==> config.mk <==
export PLATFORM = sky130hd
export DESIGN_NAME = aes_round_ctrl
export DESIGN_NICKNAME = d
export VERILOG_FILES = /design/src/rtl/aes_round_ctrl.sv
export SDC_FILE = /design/constraint.sdc
export NUM_CORES = 1
export LEC_CHECK = 0
export ABC_AREA = 1
export CORE_AREA = 2 2 257 259
export CTS_CLUSTER_SIZE = 20
export DETAILED_ROUTE_END_ITERATION = 6
export DIE_AREA = 0 0 259 261
export HOLD_SLACK_MARGIN = 0.08
export PLACE_DENSITY = 0.37
export SLEW_MARGIN = 15
export SYNTH_ARGS = -nofsm -noshare
export SYNTH_HDL_FRONTEND = slang
export SYNTH_SLANG_ARGS = --single-unit
==> constraint.sdc <==
create_clock -name clk_i -period 1.6 [get_ports clk_i]
set_input_delay 0.4 -clock clk_i [delete_from_list [all_inputs] [get_ports clk_i]]
set_output_delay 0.4 -clock clk_i [all_outputs]
set_load 0.1 [all_outputs]
==> src/rtl/aes_round_ctrl.sv <==
// Iterative AES encryption round sequencer: initial AddRoundKey, then NUM_ROUNDS
// passes through an external combinational round datapath, result via valid/ready.
module aes_round_ctrl #(
   parameter int NUM_ROUNDS = 10,
   parameter int RK_IDX_W   = 4
) (
   input  logic                clk_i,
   input  logic                reset_n_i,
   input  logic                v_i,
   output logic                ready_o,
   input  logic [127:0]        plaintext_i,
   output logic [RK_IDX_W-1:0] rk_idx_o,
   input  logic [127:0]        rk_i,
   output logic [127:0]        dp_state_o,
   output logic                dp_final_o,
   input  logic [127:0]        dp_result_i,
   output logic                v_o,
   output logic [127:0]        ciphertext_o,
   input  logic                ready_i,
   output logic                busy_o,
   output logic [RK_IDX_W-1:0] round_o
);

   // Handshakes: a transfer happens on a rising edge where valid and ready are both 1.
   // Input side: v_i/ready_o (ready_o only in IDLE). Output side: v_o/ready_i, with
   // ciphertext_o held stable from v_o rising until the accepting edge.

   typedef enum logic [1:0] {
      IDLE  = 2'd0,
      ROUND = 2'd1,
      DONE  = 2'd2
   } fsm_e;

   localparam logic [RK_IDX_W-1:0] LAST_RND = RK_IDX_W'(NUM_ROUNDS);
   localparam logic [RK_IDX_W-1:0] ONE_RND  = RK_IDX_W'(1);

   fsm_e                fsm_q, fsm_d;
   logic [RK_IDX_W-1:0] round_q, round_d;
   logic [127:0]        state_q, state_d;

   always_ff @(posedge clk_i or negedge reset_n_i) begin
      if (!reset_n_i) begin
         fsm_q   <= IDLE;
         round_q <= '0;
         state_q <= '0;
      end else begin
         fsm_q   <= fsm_d;
         round_q <= round_d;
         state_q <= state_d;
      end
   end

   always_comb begin
      fsm_d   = fsm_q;
      round_d = round_q;
      state_d = state_q;
      case (fsm_q)
         IDLE: begin
            round_d = '0;
            if (v_i) begin
               // rk_idx_o is 0 here, so rk_i is the whitening key
               state_d = plaintext_i ^ rk_i;
               round_d = ONE_RND;
               fsm_d   = ROUND;
            end
         end
         ROUND: begin
            state_d = dp_result_i;
            // Equality stop keeps the counter from wrapping when NUM_ROUNDS = 2**RK_IDX_W-1
            if (round_q == LAST_RND) begin
               fsm_d = DONE;
            end else begin
               round_d = round_q + ONE_RND;
            end
         end
         DONE: begin
            if (ready_i) begin
               fsm_d   = IDLE;
               round_d = '0;
            end
         end
         default: begin
            fsm_d   = IDLE;
            round_d = '0;
         end
      endcase
   end

   assign ready_o      = (fsm_q == IDLE);
   assign v_o          = (fsm_q == DONE);
   assign busy_o       = (fsm_q == ROUND);
   assign rk_idx_o     = round_q;
   assign round_o      = round_q;
   assign dp_state_o   = state_q;
   assign ciphertext_o = state_q;
   assign dp_final_o   = (fsm_q == ROUND) && (round_q == LAST_RND);

endmodule
==> summary.txt <==
Clock network
  – Max clock buf depth: 2
  – Clk_lat worst skew: 0.48 ns
  – Num CTS Buffers: 17
  – Root Driver: clkbuf_16
  – H-tree levels: 4
  – Clk slew on worst S/H paths: 0.07 ns
  – CTS tree: done
  – CTS sink cnt: 134

Hold path
  – Hold crit path type: in -> async

Placed design
  – Count of buffers from port buffering: 655
  – DPL Wire Length: 35.5 mm
  – Routability cong.: 0.785
  – Inst Count DP: 2532

Worst setup path
  – Type of the worst setup path: reg -> out
  – Worst path max stage delay: 0.48 ns
  – CP Data Arrival Time: 1.59 ns
  – Worst path slowest cell: dfrtp_4
  – Worst setup startpoint: rk_idx_o[0]
  – Critical Path Most Common Cell: nand2_4
  – Critical Path RT: 1.20 ns
  – Largest fanout on the critical path: 2
  – CP Launch Type: flop
  – Crit path capture type: primary output
  – Worst R2R Start: fsm_q[0]
  – Cell chain of the critical path: inv_2 > ha_4 > nand2_4 > nor2_4 > nand2_4 > clkinvlp_4 > buf_12

Detailed routing
  – DRC violations left: 0
  – Number of DRC markers in iteration 0: 283
  – Routed Antenna Nets: 0
  – DR WL/cell: 18.2 um
  – Drt pass-1 iters: 4
  – DR vias: 9498
  – Routed WL: 47.9 mm
  – Via density: 3.61

GRT
  – Antenna violations before repair: 1
  – Grt met2 use: 22.6%
  – Vias in the first global route: 9805
  – Busiest grt layer: met2
  – All-layer global routing usage: 12.5%
  – M1 GR Usage: 13.6%
  – Met3 Track Usage GR: 4.65%
  – First-pass GRT wire length: 62.0 mm
  – Maximum number of pins on one net before global-route repair: 52
  – Gr ovfl total: 0

Floorplanning
  – CORE AREA: 65000 um^2
  – Die Y: 261 um
  – Starting Density: 13.4%
  – Ports: 656
  – Die width: 259 um
  – FP Rows: 94
  – Total Die Area: 67600 um^2

STA
  – Final setup violation count: 138
  – Relative slew slack: 70.3%
  – Tmin final: 1.99 ns
  – Setup WS post-layout: -0.387 ns
  – Hold Vio Cnt, Final: 0
  – Final period util: 124%
  – Clock Skew: 0.00886 ns
  – Hold_ws: 0.331 ns
  – Slew Viols, Final: 0
  – Max frequency: 503 MHz
  – Worst-Margin Slew: 0.443 ns
  – Unrepaired setup endpoints after global routing: true

Status
  – Status: finished with violations
  – Failing checks: negative setup slack

Cells and area
  – Commonest non-fill, non-tap cell in the layout: clkdlybuf4s50_1
  – Non-Filler Instances: 2630
  – Commonest non-fill, non-tap cells in the layout: 386 x clkdlybuf4s50_1, 284 x buf_12, 246 x nand2_1
  – Syn-to-layout area delta: 143%
  – Nets: 2142
  – Share of layout cells above drive strength 1: 42.8%

Synth
  – Cell Area, Synth: 8700 um^2
  – Avg Cell Area, Syn: 7.72 um^2
  – Synth Warn #: 0
  – Distinct cells, synth: 21
  – Syn_nets: 1517
  – Cell count after synthesis: 1127
  – Register bit count reported by yosys: 134
  – Sequential area share after synthesis: 38.5%

Job
  – Max-cap violations: 0
[cell families (layout without fill, tap and decap cells)]
logic type | count (synthesis) | after routing | share of synthesized area, %
AO/OA/AOI/OAI | 134 | 134 | 7.88
XOR/XNOR | 129 | 129 | 13.0
adder cells (fa/ha/maj) | 2 | 2 | 0.288
buffers and inverters | 195 | 833 | 17.1
flip-flops | 134 | 134 | 38.5
other | 0 | 1 | 0
AND/OR/NAND/NOR | 533 | 533 | 23.3
[synthesized netlist by cell type]
library cell | count | area (um^2)
buf_2 | 15 | 75.1
buf_4 | 141 | 1060
buf_6 | 25 | 282
buf_8 | 1 | 15.0
clkbuf_1 | 2 | 7.51
clkbuf_2 | 4 | 20.0
dfrtp_1 | 134 | 3350
ha_1 | 2 | 25.0
inv_1 | 5 | 18.8
inv_2 | 2 | 7.51
nand2_1 | 267 | 1000
nand2_2 | 1 | 6.26
nand2_4 | 2 | 22.5
nand3_1 | 3 | 15.0
nand4_1 | 1 | 6.26
nor2_1 | 259 | 972
o21ai_0 | 54 | 270
o21ai_1 | 78 | 390
o21ai_2 | 1 | 8.76
o21ai_4 | 1 | 16.3
xor2_1 | 129 | 1130
[critical path, delay by kind of cell (launching register included)]
family	cells	cell delay (ns)
simple gates	3	0.20
fa+ha+maj	1	0.13
buf+inv	3	0.32
flops	1	0.48
[final cells by class]
class                           instances  area (um^2)
Multi-Input combinational cell        798         4670
Clock inverter                         11          148
Clock buffer                           21          470
Fill cell                            6628        43900
Antenna cell                            1         2.50
Inverter                                7         45.0
Sequential cell                       134         3520
Timing Repair Buffer                  794        11200
Tap cell                              864         1080
[layer usage]
layer,up-vias,part of all wire [%],wire [um]
met2,402,51,24700
met1,4425,40,18900
met3,36,7.4,3570
met4,0,1.6,768
li1,4635,-,-
met5,-,0,0
[worst paths after layout]
path	end	slack, ns	cells after the start
max in group asynchronous	ciphertext_o[106]	0.60	3
hold / removal	ciphertext_o[89]	0.33	2
hold reg to reg	ciphertext_o[42]	0.56	2
setup reg to reg	ciphertext_o[49]	-0.19	10
setup / recovery	dp_final_o	-0.39	7
min in group clk_i	ciphertext_o[42]	0.56	2
[repair_timing]
item                                    CTS  global route
buffers inserted                         10            30
hold buffers                              1             0
hold endpoints to repair                109             0
resized for setup                        29           321
pin swaps                                22           114
endpoints found under the setup margin   37           155
gates cloned                              0            25
[state kept, by name, summed over array words and instances (netlist names)]
signal	count
rk_idx_o	4
fsm_q	2
ciphertext_o	128
[metrics by stage]
stage	setup TNS (ns)	area [um^2]	worst slack (ns)	utilization (%)
floorplan	-0.324	8890	-0.324	-
finish	-14.80	21100	-0.387	32.5
CTS	-3.74	19300	-0.484	29.7
detailed placement	-26.22	18500	-0.294	28.5
global placement	-22.07	18500	-0.256	28.5
global route	-26.09	21100	-0.477	32.5
Power is not shown: default switching activity piles up to over one toggle a cycle in this logic, so the estimate is an artifact.
